--- config.mk ---
export PLATFORM = sky130hd
export DESIGN_NAME = s832_bist_ctrl
export DESIGN_NICKNAME = d
export VERILOG_FILES = /design/src/rtl/s832_bist_pkg.sv /design/src/rtl/s832_misr.sv /design/src/rtl/s832_bist_ctrl.sv
export SDC_FILE = /design/constraint.sdc
export NUM_CORES = 1
export LEC_CHECK = 0
export ABC_AREA = 0
export CAP_MARGIN = 15
export CORE_AREA = 2 2 87 89
export DETAILED_ROUTE_END_ITERATION = 7
export DIE_AREA = 0 0 89 91
export GPL_ROUTABILITY_DRIVEN = 0
export PLACE_DENSITY = 0.72
export SLEW_MARGIN = 5
export SYNTH_ARGS = -nofsm -noshare
export SYNTH_HDL_FRONTEND = slang
export SYNTH_SLANG_ARGS = --single-unit
--- constraint.sdc ---
create_clock -name CK -period 2.7 [get_ports CK]
set_clock_uncertainty 0.1 [all_clocks]
set_input_delay 0.81 -clock CK [delete_from_list [all_inputs] [get_ports CK]]
set_output_delay 0.81 -clock CK [all_outputs]
set_load 0.1 [all_outputs]
--- src/rtl/s832_bist_pkg.sv ---
// s832_bist_pkg: shared definitions for the s832 BIST controller and its MISR.
//   - state_e    : controller state encoding (IDLE, INIT, RUN, DONE)
//   - PI_W/PO_W  : core input/output widths
//   - LFSR_W     : pattern generator width
//   - LFSR_SEED  : generator value loaded at the start of every run
//   - MISR_POLY  : Galois feedback taps of the signature register
//   - lfsr_step  : one shift of the x^17+x^14+1 pattern generator
package s832_bist_pkg;

    localparam int PI_W   = 18;
    localparam int PO_W   = 19;
    localparam int LFSR_W = 17;

    localparam logic [LFSR_W-1:0] LFSR_SEED = 17'h00001;
    localparam logic [PO_W-1:0]   MISR_POLY = 19'h00047;

    typedef enum logic [1:0] {
        ST_IDLE = 2'd0,
        ST_INIT = 2'd1,
        ST_RUN  = 2'd2,
        ST_DONE = 2'd3
    } state_e;

    // Fibonacci form, feedback taps at bits 16 and 13; maximal length, so
    // it never reaches all-zero from a non-zero seed.
    function automatic logic [LFSR_W-1:0] lfsr_step(input logic [LFSR_W-1:0] l);
        return {l[LFSR_W-2:0], l[16] ^ l[13]};
    endfunction

endpackage

--- src/rtl/s832_misr.sv ---
// s832_misr: 19-bit Galois multiple-input signature register.
// Ports:
//   CK       in   clock, state updates on the falling edge
//   RST      in   asynchronous active-high reset, clears the signature
//   clr      in   synchronous clear (takes priority over en)
//   en       in   compact po into the signature this edge
//   po       in   19-bit word to compact
//   sig      out  current signature
//   sig_next out  value the signature takes on the next enabled edge
module s832_misr
    import s832_bist_pkg::*;
(
    input  logic            CK,
    input  logic            RST,
    input  logic            clr,
    input  logic            en,
    input  logic [PO_W-1:0] po,
    output logic [PO_W-1:0] sig,
    output logic [PO_W-1:0] sig_next
);

    assign sig_next = {sig[PO_W-2:0], 1'b0} ^ (sig[PO_W-1] ? MISR_POLY : '0) ^ po;

    // NOTE: state registers use non-blocking assignments so every flop on
    // this edge samples pre-edge values; the reset is in the sensitivity
    // list, which is what makes it asynchronous.
    always_ff @(negedge CK or posedge RST) begin
        if (RST) begin
            sig <= '0;
        end else if (clr) begin
            sig <= '0;
        end else if (en) begin
            sig <= sig_next;
        end
    end

endmodule

--- src/rtl/s832_bist_ctrl.sv ---
// s832_bist_ctrl: BIST controller for the s832 core. Clears the core flops
// through G18, applies N_PAT pseudo-random patterns on G0..G16 and compacts
// the core outputs into a signature.
// Optional feature: define S832_BIST_GOLDEN_CMP_EN to add the PASS output,
// which compares the final signature against GOLDEN_SIG.
// Ports:
//   CK     in   clock, all registers update on the falling edge
//   RST    in   asynchronous active-high reset
//   START  in   run request, sampled in IDLE and DONE
//   PO     in   19 core outputs
//   PI     out  18 core inputs {G18, G16..G0}, registered
//   BUSY   out  high in INIT and RUN
//   DONE   out  high in DONE
//   SIG    out  current signature
//   PASS   out  final signature equals GOLDEN_SIG (compare feature only)
module s832_bist_ctrl
    import s832_bist_pkg::*;
#(
    parameter int unsigned      N_PAT      = 256,
    parameter logic [PO_W-1:0]  GOLDEN_SIG = 19'h00000
) (
    input  logic            CK,
    input  logic            RST,
    input  logic            START,
    input  logic [PO_W-1:0] PO,
    output logic [PI_W-1:0] PI,
    output logic            BUSY,
    output logic            DONE,
    output logic [PO_W-1:0] SIG
`ifdef S832_BIST_GOLDEN_CMP_EN
    ,
    output logic            PASS
`endif
);

    localparam logic [15:0] LAST_PAT = 16'(N_PAT - 1);

    state_e              state, state_nxt;
    logic [LFSR_W-1:0]   lfsr, lfsr_nxt;
    logic [15:0]         cnt, cnt_nxt;
    logic [PI_W-1:0]     pi_q, pi_nxt;
    logic                misr_clr, misr_en;
    logic [PO_W-1:0]     misr_next;
    logic                last_pat;

    assign last_pat = (cnt == LAST_PAT);

    // NOTE: every signal written here gets a default first, so no path
    // through the case leaves one unassigned and no latch is inferred.
    always_comb begin
        state_nxt = state;
        lfsr_nxt  = lfsr;
        cnt_nxt   = cnt;
        misr_clr  = 1'b0;
        misr_en   = 1'b0;
        pi_nxt    = '0;
        case (state)
            ST_IDLE: if (START) state_nxt = ST_INIT;
            ST_INIT: begin
                state_nxt = ST_RUN;
                lfsr_nxt  = LFSR_SEED;
                cnt_nxt   = '0;
                misr_clr  = 1'b1;
            end
            ST_RUN: begin
                lfsr_nxt = lfsr_step(lfsr);
                cnt_nxt  = cnt + 16'd1;
                misr_en  = 1'b1;
                if (last_pat) state_nxt = ST_DONE;
            end
            ST_DONE: if (START) state_nxt = ST_INIT;
            default: state_nxt = ST_IDLE;
        endcase
        // PI is loaded from where the FSM is heading, so the pin value is a
        // plain flop output with no combinational path from START.
        case (state_nxt)
            ST_INIT: pi_nxt = {1'b1, {LFSR_W{1'b0}}};
            ST_RUN:  pi_nxt = {1'b0, lfsr_nxt};
            default: pi_nxt = '0;
        endcase
    end

    always_ff @(negedge CK or posedge RST) begin
        if (RST) begin
            state <= ST_IDLE;
            lfsr  <= LFSR_SEED;
            cnt   <= '0;
            pi_q  <= '0;
        end else begin
            state <= state_nxt;
            lfsr  <= lfsr_nxt;
            cnt   <= cnt_nxt;
            pi_q  <= pi_nxt;
        end
    end

    s832_misr u_misr (
        .CK       (CK),
        .RST      (RST),
        .clr      (misr_clr),
        .en       (misr_en),
        .po       (PO),
        .sig      (SIG),
        .sig_next (misr_next)
    );

    assign PI   = pi_q;
    assign BUSY = (state == ST_INIT) || (state == ST_RUN);
    assign DONE = (state == ST_DONE);

`ifdef S832_BIST_GOLDEN_CMP_EN
    // Judged on the final RUN edge against the value the MISR is about to
    // take, so PASS and SIG become valid together on entry to DONE.
    always_ff @(negedge CK or posedge RST) begin
        if (RST) begin
            PASS <= 1'b0;
        end else if (state_nxt == ST_INIT) begin
            PASS <= 1'b0;
        end else if (state == ST_RUN && last_pat) begin
            PASS <= (misr_next == GOLDEN_SIG);
        end
    end
`else
    logic unused_cfg;
    assign unused_cfg = ^{GOLDEN_SIG, misr_next};
`endif

endmodule

======== After elaboration in Yosys (flattened, before gate mapping) ========
Index checks and enable logic that the tools add are counted.
storage, ports and cells
  flip-flop bits (word level) ............. 72
  latch bits .............................. 0
  RAM bits ................................ 0
  ROM bits ................................ 0
  memories ................................ 0
cells by class
  add/sub/neg operators ................... 1
  $mul .................................... 0
  divide/modulo/power cells ............... 0
  order comparisons ....................... 0
  equal/unequal tests ..................... 6
  shift-type cells ........................ 0
  mux-type cells .......................... 11
  bitwise gates (word level) .............. 3
  reduce and logical (&&, ||, !) cells .... 5
operators by type and width
  cell                                             count
  2-to-1 mux 19 bit                                2
  bitwise XOR 19 bit                               2
  one-hot mux 18 bit (2 select lines)              1
  one-hot mux 17 bit (2 select lines)              1
  one-hot mux 16 bit (2 select lines)              1
  adder 16 x 1 -> 16 bit (second input constant)   1
  == test 16 x 8 -> 1 bit (second input constant)  1
  2-to-1 mux 7 bit                                 1
  == test 2 bit (second input constant)            3
  one-hot mux 2 bit (3 select lines)               1
  == test 2 x 1 -> 1 bit (second input constant)   2
  2-to-1 mux 2 bit                                 2
  nonzero test 2 bit                               2
  zero test 2 bit                                  1
  2-to-1 mux 1 bit                                 2
  OR reduction 2 bit                               1
  logical OR 1 bit                                 1
  bitwise XOR 1 bit                                1

======== Logic depth before layout (Yosys ltp) ========
  depth in word-level cells ............... 5
  mapped depth ............................ 10
  mapped depth without buffers ............ 7

======== Hierarchy ========
A second synthesis with hierarchy kept.
second synthesis, totals
  cell total of the unflattened synthesis .. 267
  area, all modules ....................... 3206.8 µm²
modules (own cells, without submodules)
  module          times used  cells an instance  area each (µm²)  seq. area each (µm²)
  s832_bist_ctrl  1           186                2218.4           1327.5
  s832_misr       1           81                 988.4            475.5

==> flow_metrics.tcl <==
set metrics [dict create \
    status "finished, violations left" \
    failed_checks "setup timing" \
    setup_ws_ns -0.913 \
    synth_common_cells "71 x dfrtn_1, 32 x a22o_1, 22 x xor2_1" \
    yosysMostFrequentCell "dfrtn_1" \
    clk_latency_ns 0.38 \
    first_global_vias 2515 \
    synth_largest_area_cell "dfrtn_1" \
    drc 0 \
    stdcell_count 462 \
    route.final.wire_length_microns 7330 \
    port_buffers 60 \
    final-setup-viol-count 58 \
    netlist.area_leader.share 0.568 \
    cp_data_arrival_time_ns 2.70 \
    vias_per_cell 5.20 \
    placedCellCount 435 \
    clk_pin_slew_ns 0.06 \
    synth_ff_type "dfrtn_1" \
    cts-hold-fix-buffers 0 \
    start_kind "register" \
    power_density_nw_per_um2 981 \
    path_cells "inv_2, ha_4, clkinvlp_4, buf_12" \
    seq_area_frac_synth 0.576 \
    track_usage 0.195 \
    drt-initial-drc-count 173 \
    hold_ws_ns 0.371 \
    syn_inst 259 \
    synth_edf_count 0 \
    worst_slew_pin_slew_ns 1.09 \
    cts-root-buf "clkbuf_8" \
    layout-drive-gt1-share 0.342 \
    syn_avg_cell_area_sq_um 12.1 \
    numCtsBuffers 9 \
    grt_overflow 0 \
    antenna_found_initial 0 \
    htreeDepth 3 \
    slew_headroom 0.272 \
    ir_drop_uv 1070 \
    final_util 0.677 \
    hold-path-cell-count 1 \
    ant_nets 0 \
    rsz0062_at_grt "true" \
    synth_area_sq_um 3130 \
    routedWlPerCell_microns 15.9 \
    synth_warnings 0 \
    netlist-cell-type-count 38 \
    dieArea_sq_um 8100 \
    fp.dieW_microns 89 \
    cp.required_ns 1.79 \
    pin_count 61 \
    syn-num-nets 288 \
    hold_path.class "register to register" \
    cp_max_fo 2 \
    cts.sinks 72 \
    critPathKind "register to primary output" \
    cts_tree "yes" \
    syn_to_final_growth_pct 54.4 \
    maxCapViolations 0 \
    timing.reg2reg.worst_path_depth 8 \
    hpwl_microns 4940 \
    vias 2401 \
    hold_violations 0 \
    rows 31 \
    first_pass_iters 6 \
    initial_core_util 0.439 \
    core_area_sq_um 7140 \
    clock_path_buffers 2 \
    ys_ff_latch 72 \
    die_h_microns 91 \
    cellLeakagePower_uw 0.00231 \
    grt_max_degree 54 \
    end_kind "primary output" \
    grt_pass1_wl_microns 12100 \
    nNetsFinal 387 \
    diodes 0 \
    max_stage_delay_ns 0.42 \
    total_power_uw 4740 \
    slowest_stage "dfrtn_1" \
    drv_slew 0 \
    yosys-top-cells-area "dfrtn_1 57%, a22o_1 9.0%, xor2_1 6.2%" \
    async_flop_share 1.00 \
]
==> layout make-up <==
type | count | area (sq um)
clock buffers | 10 | 138
repair buffers | 101 | 1310
fillers | 525 | 2300
inverters | 7 | 41.3
flip-flops and latches | 72 | 1800
well taps | 99 | 124
multi-input cells | 166 | 1340
clock inverters | 7 | 71.3
==> sequential cells by signal, summed over array words and instances, names as in the netlist <==
register and count:
cnt 16, state 2, u_misr.sig 19, lfsr 17
PI 18
==> path summary, 6_finish.rpt <==
kind                                  to  slack [ns]  startpoint
max                                 BUSY       -0.91    state[0]
min                             lfsr[16]        0.37    lfsr[15]
max reg2reg                        PI[6]        0.13    state[0]
min reg2reg                     lfsr[16]        0.37    lfsr[15]
max in group asynchronous  u_misr.sig[1]        0.19         RST
min in group asynchronous          PI[0]        2.00         RST
==> cells in the final DEF, fill, tap and decap left out, types with 2 or more instances in the layout <==
cell           instances
a21oi_1               11
nand2_1               12
nand4_1                6
nand2b_4               2
o21ai_0                7
buf_4                 36
nor2_1                 6
xnor2_1                3
inv_1                  4
dfrtn_1               71
buf_6                  2
or3_1                  4
nand2b_1               4
ha_1                   3
nor4_1                 4
xor2_1                21
clkbuf_8              10
buf_12                42
dlygate4sd2_1         16
clkbuf_2               3
mux2i_1                3
a22o_1                32
nor2b_1               13
nor2b_2                2
clkinvlp_4             4
ha_4                   4
or4_1                  4
o31ai_1                7
==> critical path: cells and delay by family (launching register included) <==
kind	cells	cell delay, ns
adder cells (fa/ha/maj)	1	0.27
flip-flops	1	0.42
buffers and inverters	3	0.32
==> layer usage <==
layer	part of all wire	global-route usage	vias to the layer above
met5	0	0	-
met4	0.0056	0.0560	0
met3	0.076	0.0864	4
met2	0.49	0.305	63
met1	0.43	0.242	1205
li1	-	-	1129
==> power by group <==
group	total, uW	internal [uW]	leakage (uW)	switching, uW
Combinational	2450	1010	0.00129	1430
Clock	881	457	0.000104	424
Sequential	1410	1240	0.000915	170
==> kinds of logic (layout without fill, tap and decap cells) <==
| kind of cell | Yosys count | in the layout | share of synthesized area |
|---|---|---|---|
| flops | 72 | 72 | 0.576 |
| simple gates | 67 | 68 | 0.133 |
| compound gates | 63 | 63 | 0.151 |
| xor+xnor | 25 | 25 | 0.0699 |
| buf+inv | 22 | 125 | 0.0324 |
| fa+ha+maj | 7 | 7 | 0.0280 |
| mux | 3 | 3 | 0.00959 |
==> through the flow <==
step           instance area [sq um]  setup TNS (ns)  setup WS [ns]
2_1_floorplan                   3190          -53.81          -1.04
3_3_place_gp                    4480          -50.98          -1.34
3_5_place_dp                    4480          -52.96          -1.44
4_1_cts                         4790          -30.52         -0.929
5_1_grt                         4830          -32.54         -0.951
6_report                        4830          -30.35         -0.913
==> what timing repair did <==
action / 4_1_cts / 5_1_grt
cloned: 1 / 0
gates resized for setup: 43 / 8
pin swaps: 12 / 10
endpoints found under the setup margin: 78 / 61
endpoints found under the hold margin: 0 / 0
buffers inserted: 6 / 7
No activity file was read; power rests on OpenSTA's default activity.
